File: src/rtl/signal_timestamper_pkg.sv
// Shared types and helpers for the event timestamper: timestamp record and
// delay compensation with a borrow into the seconds field.
package signal_timestamper_pkg;

  localparam int unsigned NS_PER_SEC  = 1_000_000_000;
  localparam int unsigned SYNC_STAGES = 3;

  typedef struct packed {
    logic [31:0] second;
    logic [31:0] nanosecond;
    logic [31:0] count;
  } timestamp_t;

  // Subtract delayNs from the timestamp; second 0 wraps to 0xFFFFFFFF on borrow.
  function automatic timestamp_t compensateTime(input timestamp_t ts, input logic [31:0] delayNs);
    timestamp_t result;
    result = ts;
    if (ts.nanosecond >= delayNs) begin
      result.nanosecond = ts.nanosecond - delayNs;
    end else begin
      result.nanosecond = ts.nanosecond + 32'(NS_PER_SEC) - delayNs;
      result.second     = ts.second - 32'd1;
    end
    return result;
  endfunction

endpackage

File: src/rtl/signal_timestamper_fifo.sv
// First-word fall-through FIFO of timestamp records with registered head
// outputs; a push into a full FIFO is accepted only alongside a pop.
module signal_timestamper_fifo
  import signal_timestamper_pkg::*;
#(
  parameter int unsigned Depth = 4
) (
  input  logic       clk,
  input  logic       rstN,
  input  logic       push,
  input  timestamp_t pushData,
  input  logic       pop,
  output logic       headVal,
  output timestamp_t headData,
  output logic       full_c,
  output logic       empty_c
);

  localparam int unsigned PtrW = $clog2(Depth);
  localparam int unsigned CntW = PtrW + 1;

  timestamp_t mem [Depth];
  logic [PtrW-1:0] rdPtr, wrPtr, nextRdPtr;
  logic [CntW-1:0] count, afterPop, nextCount;
  logic doPush, doPop;

  assign full_c  = (count == CntW'(Depth));
  assign empty_c = (count == '0);

  always_comb begin
    doPop     = pop & ~empty_c;
    doPush    = push & (~full_c | doPop);
    afterPop  = count - CntW'(doPop);
    nextCount = afterPop + CntW'(doPush);
    nextRdPtr = rdPtr + PtrW'(doPop);
  end

  always_ff @(posedge clk) begin
    if (doPush) begin
      mem[wrPtr] <= pushData;
    end
  end

  // Head register tracks the slot that will be at the read pointer after this edge.
  always_ff @(posedge clk) begin
    if (!rstN) begin
      rdPtr    <= '0;
      wrPtr    <= '0;
      count    <= '0;
      headVal  <= 1'b0;
      headData <= '0;
    end else begin
      rdPtr   <= nextRdPtr;
      wrPtr   <= wrPtr + PtrW'(doPush);
      count   <= nextCount;
      headVal <= (nextCount != '0);
      if (doPush && (afterPop == '0)) begin
        headData <= pushData;
      end else if (nextCount != '0) begin
        headData <= mem[nextRdPtr];
      end
    end
  end

endmodule

File: src/rtl/signal_timestamper.sv
// Timestamps edges of an asynchronous event input against the local clock time.
// Optional SIGNAL_TIMESTAMPER_CABLE_DELAY_EN adds a per-capture cable delay input.
module signal_timestamper
  import signal_timestamper_pkg::*;
#(
  parameter int unsigned ClockPeriod_Gen   = 20,
  parameter int unsigned InputDelay_Gen    = 0,
  parameter string       InputPolarity_Gen = "true",
  parameter int unsigned FifoDepth_Gen     = 4
) (
  input  logic        SysClk_ClkIn,
  input  logic        SysRstN_RstIn,
  input  logic [31:0] ClockTime_Second_DatIn,
  input  logic [31:0] ClockTime_Nanosecond_DatIn,
  input  logic        ClockTime_TimeJump_DatIn,
  input  logic        ClockTime_ValIn,
  input  logic        Enable_EnaIn,
  input  logic        SignalTimestamper_EvtIn,
  output logic        Timestamp_ValOut,
  input  logic        Timestamp_RdyIn,
  output logic [31:0] Timestamp_Second_DatOut,
  output logic [31:0] Timestamp_Nanosecond_DatOut,
  output logic [31:0] Timestamp_Count_DatOut,
  output logic        Overflow_DatOut,
  input  logic        OverflowClear_ValIn,
`ifdef SIGNAL_TIMESTAMPER_CABLE_DELAY_EN
  input  logic [15:0] CableDelay_DatIn,
`endif
  output logic        Irq_EvtOut
);

  localparam bit          RisingEvent = (InputPolarity_Gen == "true");
  localparam logic [31:0] BaseDelay   = 32'(InputDelay_Gen + SYNC_STAGES * ClockPeriod_Gen);

  logic [1:0]  syncReg;
  logic        prevReg;
  logic        evtLevel_c, detect_c, accept_c;
  logic        pop_c, push_c, overflowSet_c, fifoFull_c, fifoEmpty_c;
  logic [31:0] eventCount, delay_c;
  logic        capValid, compValid;
  timestamp_t  capTs, compTs, headTs;

  assign evtLevel_c = RisingEvent ? SignalTimestamper_EvtIn : ~SignalTimestamper_EvtIn;
  assign detect_c   = syncReg[1] & ~prevReg;
  assign accept_c   = detect_c & Enable_EnaIn & ClockTime_ValIn & ~ClockTime_TimeJump_DatIn;

`ifdef SIGNAL_TIMESTAMPER_CABLE_DELAY_EN
  logic [15:0] capCable;

  always_ff @(posedge SysClk_ClkIn) begin
    if (!SysRstN_RstIn) begin
      capCable <= '0;
    end else if (accept_c) begin
      capCable <= CableDelay_DatIn;
    end
  end

  assign delay_c = BaseDelay + 32'(capCable);
`else
  assign delay_c = BaseDelay;
`endif

  assign pop_c         = Timestamp_ValOut & Timestamp_RdyIn;
  assign push_c        = compValid & (~fifoFull_c | pop_c);
  assign overflowSet_c = compValid & fifoFull_c & ~pop_c;

  // Sync chain, capture stage, compensation stage, overflow and interrupt.
  always_ff @(posedge SysClk_ClkIn) begin
    if (!SysRstN_RstIn) begin
      syncReg         <= '0;
      prevReg         <= 1'b0;
      eventCount      <= '0;
      capValid        <= 1'b0;
      capTs           <= '0;
      compValid       <= 1'b0;
      compTs          <= '0;
      Overflow_DatOut <= 1'b0;
      Irq_EvtOut      <= 1'b0;
    end else begin
      syncReg   <= {syncReg[0], evtLevel_c};
      prevReg   <= syncReg[1];
      capValid  <= accept_c;
      compValid <= capValid;
      if (accept_c) begin
        eventCount       <= eventCount + 32'd1;
        capTs.second     <= ClockTime_Second_DatIn;
        capTs.nanosecond <= ClockTime_Nanosecond_DatIn;
        capTs.count      <= eventCount + 32'd1;
      end
      if (capValid) begin
        compTs <= compensateTime(capTs, delay_c);
      end
      if (overflowSet_c) begin
        Overflow_DatOut <= 1'b1;
      end else if (OverflowClear_ValIn) begin
        Overflow_DatOut <= 1'b0;
      end
      Irq_EvtOut <= push_c & fifoEmpty_c;
    end
  end

  signal_timestamper_fifo #(
    .Depth(FifoDepth_Gen)
  ) u_fifo (
    .clk     (SysClk_ClkIn),
    .rstN    (SysRstN_RstIn),
    .push    (push_c),
    .pushData(compTs),
    .pop     (pop_c),
    .headVal (Timestamp_ValOut),
    .headData(headTs),
    .full_c  (fifoFull_c),
    .empty_c (fifoEmpty_c)
  );

  assign Timestamp_Second_DatOut     = headTs.second;
  assign Timestamp_Nanosecond_DatOut = headTs.nanosecond;
  assign Timestamp_Count_DatOut      = headTs.count;

endmodule
File: config.mk
export PLATFORM = sky130hd
export DESIGN_NAME = signal_timestamper
export DESIGN_NICKNAME = d
export VERILOG_FILES = /design/src/rtl/signal_timestamper_pkg.sv /design/src/rtl/signal_timestamper_fifo.sv /design/src/rtl/signal_timestamper.sv
export SDC_FILE = /design/constraint.sdc
export NUM_CORES = 1
export LEC_CHECK = 0
export ABC_CLOCK_PERIOD_IN_PS = 12400
export CAP_MARGIN = 25
export CORE_ASPECT_RATIO = 0.5
export CORE_UTILIZATION = 57
export DETAILED_ROUTE_END_ITERATION = 16
export PLACE_DENSITY = 0.82
export SYNTH_ARGS = -nofsm -noshare
export SYNTH_HDL_FRONTEND = slang
export SYNTH_SLANG_ARGS = --single-unit
File: constraint.sdc
create_clock -name SysClk_ClkIn -period 12.4 [get_ports SysClk_ClkIn]
set_clock_uncertainty 0.05 [all_clocks]
set_input_delay 3.1 -clock SysClk_ClkIn [delete_from_list [all_inputs] [get_ports SysClk_ClkIn]]
set_output_delay 3.1 -clock SysClk_ClkIn [all_outputs]
set_load 0.01 [all_outputs]
==> results.cfg, run 1 <==
[synthesis]
ys_warn_count = 0
dominantRegCellSynth = edfxtp_1
yosysMostFrequentCell = edfxtp_1
synth_seq_cells = 687
netlist_top_cells_area = edfxtp_1 (43%), dfxtp_1 (23%), mux4_2 (8.1%)
postSynthAreaPerCell_um2 = 12.7
synth_top_area_share_pct = 43.2
seq_area_frac_synth_pct = 66.0
synth_edf_count = 384
synth.cell_area_um2 = 26700
syn_inst = 2101
syn-num-nets = 2182
synth.distinct_cells = 51
synth_top_area_cell = edfxtp_1
synth_commonest_cells = edfxtp_1 (384), nand2_1 (345), dfxtp_1 (303), o21ai_0 (148), clkbuf_1 (122)
synthArstFlopShare_pct = 0

[clock_network]
cts_resized = 0
clockBufferDepth = 3
clock_sinks = 687
worstSkewPairLatency_ns = 0.60
path_clk_slew_ns = 0.07
cts_tree = yes
clockRootBuffer = clkbuf_16
htreeDepth = 2
numCtsBuffers = 56
cts_setup_buffers = 0
ctsHoldBuffers = 0

[place]
post-place-cells = 2782
post_dp_cell_area_um2 = 28900
numPortBuffers = 170
gp_congestion = 0.857
dp_hpwl_mm = 36.1

[hold_path]
hp-start = u_fifo.headData[33]
min_path_type = flip-flop to flip-flop
min_path_cells = 2

[floorplan]
core_um2 = 45700
die_w_um = 308
ioPinCount = 171
die_area_um2 = 47700
initial_core_util_pct = 58.3
die_h_um = 155
rows = 55

[final_layout]
area_growth_pct = 15.5
finalNonFillerCells = 2889
final_area_um2 = 30800
nets = 2297
drive_gt1_share_pct = 10.3
finalCoreUtilization_pct = 67.4
diodes = 0

[drt]
wl_per_cell_um = 21.7
drc = 0
drtIter0Drc = 1997
vias = 17800
wirelength_mm = 62.6
ant_nets = 0
drt-vias-per-instance = 6.15
drt-pass1-iter-count = 6

[sta]
fin_tns_setup_ns = 0
post-route-period-util_pct = 51.2
hold_viol_final = 0
finalMaxSlewViolations = 0
min_period_ns = 6.35
report.final.setup_viol = 0
rsz0062_at_grt = false
fmax_ghz = 0.157
worstMarginPinSlew_ns = 1.00
maxSlewHeadroom_pct = 33.2

[worst_setup_path]
startpoint = Timestamp_RdyIn
reg2reg_from = u_fifo.count[2]
max_stage_delay_ns = 0.75
crit_type = primary input to flip-flop
critPathLaunchType = primary input
worst_setup_path_end_kind = flip-flop
critPathMaxFanout = 46
required_ns = 12.78
arrival_ns = 6.73
crit_slowest_cell = xor2_4
path_cells = clkdlybuf4s50_1, nand2_1, nor2_1, ha_4, xor2_4, buf_4, buf_4, mux4_2, nand2_1, a31oi_1
worstRegToRegCells = 12

[global_route]
antenna_found_initial = 0
first_global_vias = 17900
overflow = 0
grt_util_all_layers_pct = 26.1
grt_max_degree = 97
grt_first_pass_wirelength_mm = 97.6

[power_and_ir_drop]
vdd_drop_max_uv = 91.7
power_density_nw_per_um2 = 139
p_leak_nw = 10.1

[status]
outcome = finished, final reports clean

[run]
drv_cap = 0
==> layer usage <==
metal | up-vias | track usage, % | wire (um)
li1 | 8104 | - | -
met1 | 8815 | 34.4 | 25300
met2 | 732 | 45.2 | 31400
met3 | 121 | 3.49 | 4080
met4 | 0 | 8.81 | 1710
met5 | - | 0 | 0
==> worst max-delay path: cells and delay by family <==
family | cells | cell delay [ns]
AOI/OAI and AO/OA | 1 | 0.08
xor gates and xnor gates | 1 | 0.75
adders and majority gates | 1 | 0.20
buffers and inverters | 3 | 1.74
muxes | 1 | 0.42
and+or+nand+nor | 3 | 0.43
==> registers in the layout, summed over array words and instances, names as in the netlist <==
register         count
u_fifo.count         3
syncReg              2
capValid             1
u_fifo.mem         384
u_fifo.headData     96
prevReg              1
u_fifo.rdPtr         2
Irq_EvtOut           1
u_fifo.wrPtr         2
u_fifo.headVal       1
capTs               96
compTs              96
compValid            1
Overflow_DatOut      1
==> power by group <==
group          switching, mW  internal (mW)  total [mW]
clock network          0.796          0.966        1.76
registers            0.00674           2.38        2.39
logic                 0.0778         0.0570       0.135
total                  0.881           3.41        4.29
==> cell families after synthesis <==
group / after synthesis / synth area share [%]
xor gates and xnor gates: 49 / 1.61
adders and majority gates: 9 / 0.422
muxes: 134 / 9.54
buffers and inverters: 167 / 2.37
AOI/OAI and AO/OA: 415 / 9.04
and+or+nand+nor: 640 / 11.0
DFF: 687 / 66.0
==> layout by cell type (no fill, tap or decap), types with 23 or more instances in the layout <==
master	n
edfxtp_1	384
nand2_1	344
dfxtp_1	302
clkdlybuf4s50_1	169
o21ai_0	148
a31oi_1	120
nor2_1	97
mux4_2	96
a21oi_1	89
clkbuf_16	57
mux2i_1	38
nand3_1	33
buf_4	29
nor4_1	27
xnor2_1	27
nand4_1	25
or4_1	24
or3_1	23
==> stage by stage <==
stage               setup WS, ns  hold slack (ns)  power (mW)
floorplan                   1.07            0.362        2.52
global placement            5.20            0.406        2.57
detailed placement          5.37            0.414        2.57
CTS                         6.03            0.428        4.30
global route                5.87            0.448        4.40
finish                      6.05            0.427        4.29
==> final timing paths <==
check | end | slack (ns)
worst max-delay path | u_fifo.headData[73] | 6.05
worst min-delay path | u_fifo.headData[33] | 0.43
worst max register to register | u_fifo.headData[77] | 8.54
worst min register to register | u_fifo.headData[33] | 0.43
==> cell type report <==
cell class | instances | area [um^2]
clock buffer | 80 | 1610
clock inverter | 24 | 195
fill | 3126 | 14900
inverter | 22 | 85.1
multi-input combinational | 1247 | 8510
sequential | 687 | 17600
tap | 627 | 785
timing repair buffer | 202 | 2000
Note: power is estimated with default switching activity, not from simulation.
==> run 2, diff against run 1 <==
--- a/config.mk
+++ b/config.mk
@@ -5,7 +5,7 @@
 export SDC_FILE = /design/constraint.sdc
 export NUM_CORES = 1
 export LEC_CHECK = 0
-export ABC_CLOCK_PERIOD_IN_PS = 12400
+export ABC_CLOCK_PERIOD_IN_PS = 6100
 export CAP_MARGIN = 25
 export CORE_ASPECT_RATIO = 0.5
 export CORE_UTILIZATION = 57
==> constraint.sdc (replaced) <==
create_clock -name SysClk_ClkIn -period 6.1 [get_ports SysClk_ClkIn]
set_clock_uncertainty 0.05 [all_clocks]
set_input_delay 1.525 -clock SysClk_ClkIn [delete_from_list [all_inputs] [get_ports SysClk_ClkIn]]
set_output_delay 1.525 -clock SysClk_ClkIn [all_outputs]
set_load 0.01 [all_outputs]
==> results.cfg, run 2 (synthesized netlist as in run 1, its figures left out) <==
[global_route]
antenna_found_initial = 0
grt_util_all_layers_pct = 26.2
busiest_layer = met2
use_met1_pct = 34.8
grt_use_met3_pct = 3.32
overflow = 0
grtUsageMet2_pct = 45.0
grt_first_pass_wirelength_mm = 98.1
first_global_vias = 17800
grt_max_degree = 125

[sta]
worstMarginPinSlew_ns = 0.978
post-route-period-util_pct = 68.3
report.final.setup_viol = 0
fmax_ghz = 0.240
rsz0062_at_grt = false
min_period_ns = 4.17
maxSlewHeadroom_pct = 34.7
finalMaxSlewViolations = 0
fin_tns_setup_ns = 0
hold_viol_final = 0

[hold_path]
min_path_type = flip-flop to flip-flop
hp-start = syncReg[0]
min_path_cells = 1
min_to = syncReg[1]

[worst_setup_path]
crit_type = primary input to flip-flop
path_cells = clkdlybuf4s50_1, nand2_1, nor2_1, ha_1, ha_1, inv_1, ha_1, xnor2_1, or3_4, buf_12, nand2_1, a31oi_1
reg2reg_slack_ns = 2.46
crit_slowest_cell = or3_4
required_ns = 6.56
arrival_ns = 4.63
cp.depth = 12
worst_setup_path_end_kind = flip-flop
critPathMaxFanout = 58
worstReg2RegEnd = compTs[68]
worstRegToRegCells = 5
critPathLaunchType = primary input
cpMostUsedCell = ha_1
max_stage_delay_ns = 0.76
cpLargestDelayFamily = simple AND/OR/NAND/NOR gates
reg2reg_from = capTs[48]
critPathBufInv = 3

[place]
numPortBuffers = 170
dp_hpwl_mm = 35.7
gp_congestion = 0.828

[drt]
ant_nets = 0
vias = 17800
drc = 0
drt-vias-per-instance = 6.17
wirelength_mm = 62.4
drt-pass1-iter-count = 6
wl_per_cell_um = 21.6
drtIter0Drc = 1778

[final_layout]
diodes = 0
top_register = u_fifo.mem
mostFrequentLayoutCell = edfxtp_1
drive_gt1_share_pct = 10.1
final_cell_mix = edfxtp_1 (384), nand2_1 (344), dfxtp_1 (302)
nFillCells = 3059
area_growth_pct = 15.6
largest_reg_flops = 384
nets = 2293

[run]
drv_cap = 0

[status]
outcome = finished, final reports clean

[floorplan]
die_w_um = 308
die_area_um2 = 47700
ioPinCount = 171
die_h_um = 155
core_um2 = 45700
initial_core_util_pct = 58.3
rows = 55

[clock_network]
worstSkewPairLatency_ns = 0.60
clock_sinks = 687
numCtsBuffers = 56
cts_setup_buffers = 0
cts_tree = yes
clockBufferDepth = 3
htreeDepth = 2
path_clk_slew_ns = 0.07
ctsHoldBuffers = 0
clockRootBuffer = clkbuf_16
cts_resized = 0

[power_and_ir_drop]
vdd_drop_max_uv = 215
p_leak_nw = 10.1
power_mw = 8.69
power_density_nw_per_um2 = 282
==> run 2: cell types whose count changed in the layout (fill, tap and decap cells not counted), sizes merged <==
cell and change:
inv +2, clkinvlp -3, bufinv -2, buf -4, clkinv +5
==> run 2: how the worst max path moves through the flow <==
stage | from | to | slack [ns]
after floorplan | Timestamp_RdyIn | u_fifo.mem[2][0] | 1.03
after global placement | Timestamp_RdyIn | u_fifo.headData[81] | 1.57
after detailed placement | Timestamp_RdyIn | u_fifo.headData[1] | 1.40
after CTS | Timestamp_RdyIn | u_fifo.headData[61] | 1.94
after global routing | Timestamp_RdyIn | u_fifo.headData[63] | 1.74
final | Timestamp_RdyIn | u_fifo.headData[61] | 1.93
==> run 2: metrics by stage <==
stage          instance area [um^2]  cells  util (%)  hold WS [ns]  worst slack (ns)
6_report                      30800   2887      67.5         0.397              1.93
3_3_place_gp                  29000   2780      63.5         0.375              1.57
4_1_cts                       30800   2886      67.4         0.403              1.94
2_1_floorplan                 26700   2101         -         0.362              1.03
3_5_place_dp                  29000   2780      63.5         0.384              1.40
5_1_grt                       30800   2887      67.5         0.417              1.74
==> run 2: metal layers <==
layer | vias up | routed length [um] | share of wire (%)
met5 | - | 0 | 0
met4 | 0 | 1810 | 2.9
met3 | 124 | 3760 | 6.0
met2 | 682 | 31500 | 50
met1 | 8891 | 25300 | 41
li1 | 8102 | - | -
==> run 2: final cells by class <==
type / count / area [um^2] / share of cell area, %
Clock buffer: 80 / 1650 / 5.35
Inverter: 22 / 85.1 / 0.276
Tap cell: 627 / 785 / 2.54
Timing Repair Buffer: 198 / 2040 / 6.62
Clock inverter: 26 / 150 / 0.487
Sequential cell: 687 / 17600 / 57.1
Multi-Input combinational cell: 1247 / 8520 / 27.6
==> run 2: where the power goes <==
| part | total [mW] | switching (mW) | internal [mW] |
|---|---|---|---|
| combinational | 0.272 | 0.157 | 0.116 |
| clock | 3.56 | 1.63 | 1.93 |
| sequential | 4.86 | 0.0139 | 4.85 |
| total | 8.69 | 1.80 | 6.89 |
